--- src/rtl/calc_pkg.sv ---
// calc_pkg: shared opcodes, FSM state type and data width for the calculator
package calc_pkg;
  localparam int DW = 8;
  typedef enum logic [3:0] {
    OP_ADD, OP_SUB, OP_MUL, OP_DIV, OP_SHL, OP_SHR,
    OP_AND, OP_OR, OP_XOR, OP_NXOR, OP_NAND, OP_NOR
  } op_e;
  localparam logic [3:0] OP_LAST = 4'hB;
  typedef enum logic [1:0] {IDLE, EXEC, RESP} state_e;
endpackage

--- src/rtl/calc_alu.sv ---
// calc_alu: combinational 8-bit ALU, flags = {div_by_zero, negative, carry, zero}
module calc_alu
  import calc_pkg::*;
(
  input  logic [DW-1:0] a,
  input  logic [DW-1:0] b,
  input  logic [3:0]    sel,
  output logic [DW-1:0] dout,
  output logic [3:0]    flags
);
  logic [DW:0] wide;
  logic [2*DW-1:0] prod;
  assign prod = {{DW{1'b0}}, a} * {{DW{1'b0}}, b};
  always_comb begin
    wide = '0;
    case (sel)
      OP_ADD:  wide = {1'b0, a} + {1'b0, b};
      OP_SUB:  wide = {1'b0, a} - {1'b0, b};
      OP_MUL:  wide = {|prod[2*DW-1:DW], prod[DW-1:0]};
      OP_DIV:  wide = (b == '0) ? {1'b0, {DW{1'b1}}} : {1'b0, a / b};
      OP_SHL:  wide = {1'b0, a << b[2:0]};
      OP_SHR:  wide = {1'b0, a >> b[2:0]};
      OP_AND:  wide = {1'b0, a & b};
      OP_OR:   wide = {1'b0, a | b};
      OP_XOR:  wide = {1'b0, a ^ b};
      OP_NXOR: wide = {1'b0, ~(a ^ b)};
      OP_NAND: wide = {1'b0, ~(a & b)};
      OP_NOR:  wide = {1'b0, ~(a | b)};
      default: wide = '0;
    endcase
  end
  assign dout  = wide[DW-1:0];
  assign flags = {sel == OP_DIV && b == '0, wide[DW-1], wide[DW], wide[DW-1:0] == '0};
endmodule

--- src/rtl/calc_sequencer.sv ---
// calc_sequencer: command/response controller around the ALU with accumulator and op counter
module calc_sequencer
  import calc_pkg::*;
#(
  parameter int CNT_W = 16
) (
  input  logic             clk,
  input  logic             rst,
  input  logic             cmd_valid,
  output logic             cmd_ready,
  input  logic [DW-1:0]    cmd_a,
  input  logic [DW-1:0]    cmd_b,
  input  logic [3:0]       cmd_op,
  input  logic             cmd_use_acc,
  input  logic             acc_clr,
  output logic             res_valid,
  input  logic             res_ready,
  output logic [DW-1:0]    res_data,
  output logic [3:0]       res_flags,
  output logic             res_err,
  output logic [DW-1:0]    acc,
  output logic [CNT_W-1:0] op_count
);
  state_e state, state_n;
  logic [DW-1:0] opa, opb, alu_dout;
  logic [3:0] op, alu_flags;
  logic illegal;
  assign illegal = op > OP_LAST;
  calc_alu u_alu (.a(opa), .b(opb), .sel(op), .dout(alu_dout), .flags(alu_flags));
  always_comb begin
    cmd_ready = state == IDLE;
    res_valid = state == RESP;
    state_n = (cmd_ready && cmd_valid) ? EXEC :
              (state == EXEC)          ? RESP :
              (res_valid && res_ready) ? IDLE : state;
  end
  always_ff @(posedge clk) begin
    if (rst) begin
      state     <= IDLE;
      opa       <= '0;
      opb       <= '0;
      op        <= '0;
      res_data  <= '0;
      res_flags <= '0;
      res_err   <= 1'b0;
      acc       <= '0;
      op_count  <= '0;
    end else begin
      state <= state_n;
      if (cmd_ready && cmd_valid) begin
        opa <= cmd_use_acc ? acc : cmd_a;
        opb <= cmd_b;
        op  <= cmd_op;
      end
      if (state == EXEC) begin
        res_data  <= illegal ? '0 : alu_dout;
        res_flags <= illegal ? '0 : alu_flags;
        res_err   <= illegal;
      end
      // a legal capture overrides a coincident clear
      if (state == EXEC && !illegal) acc <= alu_dout;
      else if (acc_clr) acc <= '0;
      if (res_valid && res_ready && op_count != '1) op_count <= op_count + CNT_W'(1);
    end
  end
endmodule
--- config.mk ---
export PLATFORM = sky130hd
export DESIGN_NAME = calc_sequencer
export DESIGN_NICKNAME = d
export VERILOG_FILES = /design/src/rtl/calc_pkg.sv /design/src/rtl/calc_alu.sv /design/src/rtl/calc_sequencer.sv
export SDC_FILE = /design/constraint.sdc
export NUM_CORES = 1
export LEC_CHECK = 0
export ABC_AREA = 1
export CELL_PAD_IN_SITES_DETAIL_PLACEMENT = 0
export CELL_PAD_IN_SITES_GLOBAL_PLACEMENT = 1
export CORE_AREA = 2 2 138 140
export CTS_CLUSTER_SIZE = 30
export DETAILED_ROUTE_END_ITERATION = 8
export DIE_AREA = 0 0 140 142
export PLACE_DENSITY_LB_ADDON = 0.1
export SYNTH_ARGS = -nofsm -noshare
export SYNTH_HDL_FRONTEND = slang
export SYNTH_SLANG_ARGS = --single-unit
--- constraint.sdc ---
create_clock -name clk -period 26.2 [get_ports clk]
set_input_delay 2.62 -clock clk [delete_from_list [all_inputs] [get_ports clk]]
set_output_delay 2.62 -clock clk [all_outputs]
set_load 0.01 [all_outputs]
==> results.json, run 1 <==
{
  "antenna_cells": 0,
  "finalCoreUtilization_pct": 51.1,
  "port-buffer-count": 64,
  "gp_congestion": 1.02,
  "die-width_microns": 140,
  "cpMostUsedCell": "nand2_1",
  "yosys_most_used_dff": "dfxtp_1",
  "yosysSeqAreaShare_pct": 14.0,
  "min_to": "res_flags[1]",
  "holdWs_ps": 461,
  "clk_pin_slew_worst_paths_ps": 60,
  "critPathMaxStageDelay_ps": 700,
  "path_delay_family": "simple AND/OR/NAND/NOR gates",
  "hpwl_mm": 20.6,
  "reg2reg_depth": 71,
  "antenna_found_initial": 0,
  "num_rows": 50,
  "stdcell_count": 1646,
  "synth-seq-cells": 58,
  "preCtsSetupSlack_ps": 16070,
  "cp.arrival_ps": 10490,
  "r2r_slack_ps": 15910,
  "synthArstFlopShare_pct": 0,
  "post_cts_buffers": 0,
  "place_inst": 1630,
  "syn_inst": 1361,
  "worstMarginPinSlew_ps": 1040,
  "grt_pass1_wl_mm": 41.2,
  "hold_depth": 2,
  "grt_start_max_net_pins": 42,
  "setup_violations": 0,
  "drive_gt1_share_pct": 3.12,
  "critPathKind": "flip-flop to flip-flop",
  "grt_util_all_layers_pct": 26.3,
  "hold_buffers": 0,
  "place_area_sq_um": 9100,
  "wirelength_mm": 25.9,
  "final_net_count": 1572,
  "p_total_uw": 888,
  "required_ps": 26410,
  "fin_crit_sh_pct": 39.3,
  "maxSlewHeadroom_pct": 30.1,
  "yosysUniqueCellTypes": 41,
  "area_growth_pct": 13.9,
  "crit_buf_inv": 11,
  "first_pass_iters": 6,
  "synth_edf_count": 0,
  "syn-num-nets": 1526,
  "worst_setup_path_end_kind": "flip-flop",
  "synthesis.area_sq_um": 8280,
  "report.final.hold_viol_count": 0,
  "peakVddDrop_mv": 0.211,
  "synth_area_leaders": "nand2_1, ha_1, dfxtp_1",
  "hold_start": "res_flags[1]",
  "synth_top_area_cell": "nand2_1",
  "yosysTopAreaCellShare_pct": 18.9,
  "coreArea_sq_um": 18500,
  "power_density_nw_per_um2": 94.2,
  "drt_iter0_drc": 619,
  "vias": 8532,
  "design_area_sq_um": 9430,
  "worstPathMaxFanout": 21,
  "cts_buffers": 9,
  "first_global_vias": 7887,
  "maxCapViolCount": 0,
  "setup_slack_ps": 15910,
  "dieArea_sq_um": 19900,
  "yosys_warnings": 0,
  "viasPerCell": 5.18,
  "die_height_microns": 142,
  "mostFrequentLayoutCell": "nand2_1",
  "antenna_left": 0,
  "clockRootBuffer": "clkbuf_16",
  "nFillCells": 2000,
  "cts-resized-gates": 0,
  "layout_common_cells": "nand2_1, inv_1, nor2_1, ha_1, nand3_1",
  "wl_per_cell_microns": 15.7,
  "worstSkewPairLatency_ps": 330,
  "grt_setup_unrepaired": "false",
  "cts_tree": "yes",
  "r2r_start": "opb[0]",
  "hold_class": "flip-flop to flip-flop",
  "p_leak_nw": 5.13,
  "drc": 0,
  "cts_max_level": 3,
  "period_needed_ps": 10290,
  "gr-total-overflow": 0,
  "io_pins": 65,
  "fmax_mhz": 97.2,
  "fin_worst_skew_ps": 5.15,
  "fin_tns_setup_ps": 0,
  "avgSynthCellArea_sq_um": 6.09,
  "cp-start-kind": "flip-flop",
  "status": "completed",
  "clockBufferDepth": 2,
  "clock-sinks": 58,
  "slew_violations": 0,
  "slowest_stage": "dfxtp_1",
  "start_util_pct": 44.9,
  "r2r-end": "res_flags[0]"
}
cells in the mapped netlist (all sizes together), types with 2 or more instances:
cell type,n
fa,37
nor2,116
nand2,419
xnor2,5
nand3b,4
dfxtp,58
a31oi,2
xor2,22
nand3,88
and3,2
a21oi,71
nor3,10
buf,11
clkbuf,26
o21ai,70
ha,102
and2,3
inv,253
or2,9
o21bai,3
nand4,24
a211oi,17
power by group:
| group | switching, mW | internal, mW | leakage, nW |
|---|---|---|---|
| Sequential | 0.0105 | 0.0939 | 0.473 |
| Combinational | 0.399 | 0.255 | 4.50 |
| Clock | 0.0438 | 0.0859 | 0.155 |
| Total | 0.453 | 0.435 | 5.13 |
worst max path at each step:
stage,start,end,slack (ps),cells after the start
floorplan,opb[0],res_flags[0],17780,67
global placement,opb[0],res_flags[0],16440,70
detailed placement,opb[0],res_flags[0],16070,71
CTS,opb[0],res_flags[0],16030,71
global route,opb[0],res_flags[0],14810,71
finish,opb[0],res_flags[0],15910,71
state kept, by name (all words and copies together) (netlist names):
signal     count
state          2
res_data       7
opa            8
acc            8
res_flags      4
op             4
opb            8
res_err        1
op_count      16
cell type report:
class | count | area (sq um) | share of cell area (%)
clock buffer | 10 | 239 | 2.53
multi-input combinational | 1012 | 5990 | 63.6
clock inverter | 6 | 88.8 | 0.942
timing repair buffer | 72 | 701 | 7.43
sequential | 58 | 1160 | 12.3
inverter | 254 | 953 | 10.1
tap | 234 | 293 | 3.11
worst min-delay path, delay by kind of cell (launching register included):
kind | cells | cell delay [ps]
simple gates | 1 | 60
flops | 1 | 300
compound gates | 1 | 50
cells by family after synthesis:
kind of cell	count (synthesis)	synth area share (%)
buf+inv	291	13.6
xor+xnor	27	2.86
flops	58	14.0
compound gates	169	11.2
fa+ha+maj	139	24.4
simple gates	677	34.0
metal layers:
layer,share of wire (%),GRT usage [%]
met3,6.3,3.20
met4,1.7,5.58
met1,47,36.8
met2,45,43.9
met5,0,0
No activity file was read; power rests on OpenSTA's default activity.
==> run 2, diff against run 1 <==
- CORE_AREA: 2 2 138 140 -> 2 2 142 144
- DIE_AREA: 0 0 140 142 -> 0 0 144 146
- clock period: 26.2 -> 9.5 ns (I/O delays scaled with it)
==> run 2 against run 1 <==
  * Sequential share of layout area down 0.30 points
  * Sequential cell count did not move
  * Total power grew to 3.0 times the previous value
  * Register-to-register slack got worse by 15000 ps
  * Via count increased by 0.69%
  * Maximum frequency grew 19%
  * Cell count up 2.7%
  * First-iteration DRC count shrank 13%
  * Worst setup slack lost 15000 ps
  * Clock power rose to 3.0 times the previous value
  * Highest routed layer unchanged
==> results.json, run 2 (synthesis results as in run 1) <==
{
  "grt_util_all_layers_pct": 26.0,
  "preCtsSetupSlack_ps": 207,
  "clock-sinks": 58,
  "drive_gt1_share_pct": 5.68,
  "seqPwrFrac_pct": 10.5,
  "antenna_found_initial": 1,
  "grt_pass1_wl_mm": 42.8,
  "clkPwrFrac_pct": 14.6,
  "cp-start-kind": "flip-flop",
  "cpMostUsedCell": "nand2_1",
  "p_leak_nw": 5.23,
  "report.final.hold_viol_count": 0,
  "setup_violations": 0,
  "hold_buffers": 0,
  "gr-usage-met1_pct": 36.0,
  "antenna_left": 0,
  "fmax_mhz": 116,
  "io_pins": 65,
  "period_needed_ps": 8630,
  "grt_use_met3_pct": 3.52,
  "clockRootBuffer": "clkbuf_16",
  "top_register": "op_count",
  "comb_power_share_pct": 74.9,
  "seq_area_sq_um": 1170,
  "hpwl_mm": 21.3,
  "cp.arrival_ps": 8840,
  "fin_worst_skew_ps": 12.3,
  "clockBufferDepth": 2,
  "p_int_mw": 1.32,
  "critPathKind": "flip-flop to flip-flop",
  "status": "completed",
  "gr-total-overflow": 0,
  "layout_common_cells": "nand2_1, inv_1, nor2_1, ha_1, nand3_1",
  "slew_violations": 0,
  "start_util_pct": 42.8,
  "maxCapViolCount": 0,
  "first_pass_iters": 5,
  "worstMarginPinSlew_ps": 923,
  "drt_iter0_drc": 540,
  "die_height_microns": 146,
  "area_growth_pct": 17.2,
  "first_global_vias": 8161,
  "setup_slack_ps": 871,
  "wl_per_cell_microns": 15.9,
  "port-buffer-count": 64,
  "stdcell_count": 1691,
  "place_inst": 1670,
  "dieArea_sq_um": 21000,
  "multiInputGateArea_sq_um": 6090,
  "worst_setup_path_end_kind": "flip-flop",
  "worstPathMaxFanout": 12,
  "die-width_microns": 144,
  "cts_max_level": 3,
  "hold_class": "flip-flop to flip-flop",
  "grt_start_max_net_pins": 42,
  "clk_pin_slew_worst_paths_ps": 60,
  "final_net_count": 1585,
  "drc": 0,
  "switchingPower_mw": 1.34,
  "coreArea_sq_um": 19300,
  "required_ps": 9710,
  "power_density_nw_per_um2": 274,
  "fin_tns_setup_ps": 0,
  "gr-usage-met2_pct": 42.3,
  "switching_share_pct": 50.2,
  "critPathMaxStageDelay_ps": 400,
  "cts_tree": "yes",
  "wirelength_mm": 26.9,
  "vias": 8591,
  "maxSlewHeadroom_pct": 38.2,
  "holdWs_ps": 462,
  "gp_congestion": 0.952,
  "viasPerCell": 5.08,
  "largest_reg_flops": 16,
  "nFillCells": 2075,
  "grt_busiest_layer": "met2",
  "fin_crit_sh_pct": 90.8,
  "slowest_stage": "dfxtp_4",
  "worstSkewPairLatency_ps": 340,
  "cts_buffers": 9,
  "num_rows": 51,
  "finalCoreUtilization_pct": 50.2,
  "mostFrequentLayoutCell": "nand2_1",
  "peakVddDrop_mv": 0.324
}
-- run 2: cell types whose count changed in the layout (fill, tap and decap cells not counted), sizes merged --
cell,previous run,this run
buf,8,21
clkinv,2,4
bufinv,2,3
clkbuf,10,9
clkinvlp,2,1
diode,0,1
inv,254,253
-- run 2: timing repair --
item	CTS	global route
gates resized for setup	0	35
buffers inserted	0	4
setup endpoints to repair	0	3
-- run 2: layout make-up --
| class | count | area share (%) |
|---|---|---|
| repair buffers | 85 | 8.23 |
| well taps | 265 | 3.42 |
| flip-flops and latches | 58 | 12.0 |
| clock inverters | 7 | 1.29 |
| diodes | 1 | 0.0258 |
| inverters | 254 | 9.92 |
| clock buffers | 9 | 2.32 |
| multi-input cells | 1012 | 62.8 |
-- run 2: power by group through the flow --
stage / combinational (mW) / clock, mW / sequential [mW]
global route: 2.29 / 0.401 / 0.281
floorplan: 1.42 / 0 / 0.279
CTS: 1.82 / 0.392 / 0.279
finish: 1.99 / 0.387 / 0.279
global placement: 1.80 / 0 / 0.284
detailed placement: 1.81 / 0 / 0.284
-- run 2: final timing paths --
check	startpoint	end	slack, ps	depth (start not counted)
min reg2reg	res_data[2]	res_data[2]	460	2
max reg2reg	opb[4]	res_flags[0]	870	67
max	opb[4]	res_flags[0]	870	67
min	res_data[2]	res_data[2]	460	2
-- run 2: worst max-delay path: cells and delay by family, from the launching register on --
| kind | cells | cell delay, ps |
|---|---|---|
| xor+xnor | 2 | 330 |
| buf+inv | 9 | 760 |
| flops | 1 | 400 |
| fa+ha+maj | 7 | 2020 |
| compound gates | 8 | 890 |
| simple gates | 41 | 4070 |
-- run 2: metal layers --
layer  vias up  wire, microns
met3        39           1280
met1      3940          12500
met2       208          12500
li1       4404              -
met5         -              0
met4         0            668
-- run 2: per-stage QoR --
step | total power [mW] | cell area (sq um)
2_1_floorplan | 1.69 | 8280
3_3_place_gp | 2.09 | 9210
3_5_place_dp | 2.09 | 9210
4_1_cts | 2.49 | 9560
5_1_grt | 2.97 | 9700
6_report | 2.66 | 9700
==> run 3, diff against run 2 <==
- SLEW_MARGIN: not set -> 0
==> results of run 3 <==
The final DEF is identical to that of run 2; final timing and power are the same.
==> RTL edit 1, RTL diff (settings of run 2) <==
The parameter `CNT_W` goes from 16 to 14.
--- a/src/rtl/calc_sequencer.sv
+++ b/src/rtl/calc_sequencer.sv
@@ -4,3 +4,3 @@
 #(
-  parameter int CNT_W = 16
+  parameter int CNT_W = 14
 ) (
Interface: changed (resized op_count); port bits go from 65 to 63. The function was not compared with the original's and may differ.
==> RTL edit 1 against run 2 <==
- sequential cell count down 2
- total power up 1.8%
- sequential power down 4%
- count of clock-buffer cells in the layout down 4
- utilization down 1.2 points
- routed wire length down 2.0%
- worst setup slack worse by 0.12 ns
- area after synthesis down 1.9%
- design area down 2.4%
- non-clock buffer count up 4
- die area unchanged
- largest power group unchanged
==> RTL edit 1: results (changes against run 2) <==
status=finished, final reports clean (unchanged); non-clock buffer count=89 (was 85); PortBufs=62 (was 64); adder and majority gate portion of the synthesized area=24.82% (was 24.35%); RR Endpoint=res_data[0] (was res_flags[0]); met3 wire len=1319 um (was 1277 um); xor/xnor share of the synthesized area=2.479% (was 2.855%); FILL cells=2099 (was 2075); fraction of area in multi-input gates=64.30% (was 62.79%); Area after DPL=9046 um2 (was 9208 um2); vias in the first global route=8056 (was 8161); fin cells=1640 (was 1691); most frequent cells after synthesis=nand2_1 (387), inv_1 (234), ha_1 (102) (was nand2_1 (416), inv_1 (251), nor2_1 (114)); Worst-Margin Slew=0.8272 ns (was 0.9228 ns); met1 usage=33.62% (was 36.02%); initial antenna violation count=0 (was 1); largest cells by area after synthesis=nand2_1 (18%), ha_1 (16%), dfxtp_1 (14%) (was nand2_1 (19%), ha_1 (15%), dfxtp_1 (14%)); Starting DRT DRC Count=531 (was 540); Register Area=1121 um2 (was 1166 um2); Worst R2R Start=opb[0] (was opb[4]); syn_nets=1479 (was 1526); Worst Hold End=res_data[6] (was res_data[2]); met2 WL post-DR=12690 um (was 12480 um); met2 usage=43.93% (was 42.26%); first-pass GRT wire length=41880 um (was 42810 um); worst vdd ir=0.4843 mV (was 0.3241 mV); compound-cell area share of the yosys netlist=12.04% (was 11.20%); CP max stage delay=0.35 ns (was 0.40 ns); sequential power=267 uW (was 279 uW); DP HPWL=20770 um (was 21330 um); clk tree area frac=1.679% (was 3.611%); htree depth=2 (was 3); Signal inverters=248 (was 254); sequential fraction of the synthesis area=13.80% (was 14.02%); CTS clk-pin slew, worst paths=0.09 ns (was 0.06 ns); Hold Startpoint=res_data[6] (was res_data[2])
[RTL edit 1: changes by cell type in the layout (fill, tap and decap cells not counted), moves of 4 or more]
cell / change
nand2_1: -31
nor2_1: -17
inv_1: -15
buf_4: +6
inv_2: +6
ha_1: -5
ha_4: +5
clkbuf_16: -4
nor3_1: -4
[RTL edit 1: kinds of logic after synthesis]
family / after synthesis
multiplexers: 1
flip-flops: 56
AO/OA/AOI/OAI: 176
buffers and inverters: 284
AND/OR/NAND/NOR: 635
adder cells (fa/ha/maj): 139
XOR/XNOR: 23
[RTL edit 1: through the flow]
step                      setup TNS (ns)  setup WS, ns  power [mW]  hold slack [ns]
final                                  0        0.7557       2.708           0.4730
after global routing            -0.09600      -0.06112       3.053           0.4914
after CTS                              0        0.2709       2.373           0.4734
after detailed placement               0        0.3115       2.154           0.4569
after global placement                 0        0.5475       2.151           0.4576
after floorplan                        0        0.9609       1.759           0.4706
==> RTL edit 2, RTL diff (settings of run 2) <==
Without the edit above. The 3 states of `state_e` get a one-hot encoding in 3 bits.
--- a/src/rtl/calc_pkg.sv
+++ b/src/rtl/calc_pkg.sv
@@ -8,3 +8,3 @@
   localparam logic [3:0] OP_LAST = 4'hB;
-  typedef enum logic [1:0] {IDLE, EXEC, RESP} state_e;
+  typedef enum logic [2:0] {IDLE = 3'b001, EXEC = 3'b010, RESP = 3'b100} state_e;
 endpackage
Behaviour: no difference found for any inputs over 4 cycles, from zero or initial values and one cycle with rst high; so few cycles prove little.
==> RTL edit 2 against run 2 <==
- synthesized cell count is 1.2% lower
- sequential cell count is 1 higher
- design area is 0.26% higher
- area after synthesis is 1.4% higher
- global-route usage is 0.47 points higher
- total power is 57% higher
- worst setup slack worse by 0.083 ns
- routed wire length is 1.9% higher
- critical path type unchanged
- critical endpoint unchanged
==> RTL edit 2: results (changes against run 2) <==
WL met1=11990 um (was 12470 um); most frequent cells after synthesis=nand2_1 (392), inv_1 (223), nor2_1 (109) (was nand2_1 (416), inv_1 (251), nor2_1 (114)); Nets=1567 (was 1585); FILL cells=2071 (was 2075); met2 WL post-DR=13420 um (was 12480 um); HP Class=flip-flop to flip-flop (unchanged); CP max stage delay=0.32 ns (was 0.40 ns); Starting DRT DRC Count=462 (was 540); worst vdd ir=0.8340 mV (was 0.3241 mV); placed insts=1655 (was 1670); Vias/cell=5.077 (was 5.080); total track usage=26.50% (was 26.03%); initial antenna violation count=0 (was 1); diode count=0 (was 1); gpl congestion=0.9396 (was 0.9516); setup violators final=0 (unchanged); Worst-Margin Slew=0.8724 ns (was 0.9228 ns); largest net degree at the start of global routing=43 (was 42); Post-Route Skew=0.002799 ns (was 0.01234 ns); DP HPWL=21720 um (was 21330 um); met3 GRT Util=4.212% (was 3.521%); vias in the first global route=8191 (was 8161); CP max stage cell=dfxtp_1 (was dfxtp_4); largest cells by area after synthesis=nand2_1 (18%), ha_1 (15%), dfxtp_1 (14%) (was nand2_1 (19%), ha_1 (15%), dfxtp_1 (14%)); htree depth=3 (unchanged); first-pass GRT wire length=43210 um (was 42810 um); synth unique cells=47 (was 41); DR vias=8483 (was 8591); met1 usage=33.00% (was 36.02%); reg2reg setup slack=0.79 ns (was 0.87 ns); met2 usage=46.43% (was 42.26%); status=finished, final reports clean (unchanged); Critical Path AT=8.97 ns (was 8.84 ns); syn_nets=1510 (was 1526); LEAKAGE=5.176 nW (was 5.228 nW); sequential fraction of the synthesis area=14.06% (was 14.02%); 1st-pass router iterations=4 (was 5); worst-path maximum fanout=11 (was 12); Reg2Reg Depth=68 (was 67); met3 wire len=1212 um (was 1277 um); Routed WL=27410 um (was 26900 um); Placement Setup Slack=0.4365 ns (was 0.2072 ns)
RTL edit 2: cell types whose count changed after synthesis, sizes merged, moves of 4 or more:
cell	run 2	this run
a21oi	71	78
nor3	10	14
inv	253	235
nand2	419	400
nand4	24	19
o21ai	70	79
RTL edit 2: worst paths after layout:
kind,to,from
setup / recovery,res_flags[0],opb[0]
hold / removal,state[1],state[1]
setup reg to reg,res_flags[0],opb[0]
hold reg to reg,state[1],state[1]
RTL edit 2: cell families after synthesis:
group | count (synthesis) | synth area share [%]
AO/OA/AOI/OAI | 187 | 12.31
XOR/XNOR | 24 | 2.503
adder cells (fa/ha/maj) | 139 | 24.02
buffers and inverters | 272 | 12.93
flip-flops | 59 | 14.06
AND/OR/NAND/NOR | 664 | 34.18
RTL edit 2: through the flow:
stage	total power [mW]	util [%]	TNS (ns)	hold slack (ns)	area (um2)
2_1_floorplan	2.932	-	0	0.4411	8398
3_3_place_gp	3.571	48.13	0	0.4536	9306
3_5_place_dp	3.596	48.13	0	0.4555	9306
4_1_cts	4.002	49.90	0	0.4628	9648
5_1_grt	4.729	50.31	-0.1352	0.4867	9728
6_report	4.182	50.31	0	0.4588	9728
RTL edit 2: final cells by class:
type | count | share of cell area, %
clock buffers | 11 | 2.495
flip-flops and latches | 59 | 12.15
repair buffers | 83 | 8.051
inverters | 235 | 9.248
well taps | 265 | 3.408
multi-input cells | 1014 | 63.63
clock inverters | 4 | 1.016
RTL edit 2: repair_timing:
item                       4_1_cts  5_1_grt
setup endpoints to repair        0        3
hold buffers                     0        0
gates resized for setup          0       25
buffers inserted                 0        1
RTL edit 2: where the power goes:
group,internal [mW],switching [mW]
Clock,0.262,0.118
Combinational,1.39,2.13
Sequential,0.265,0.0225
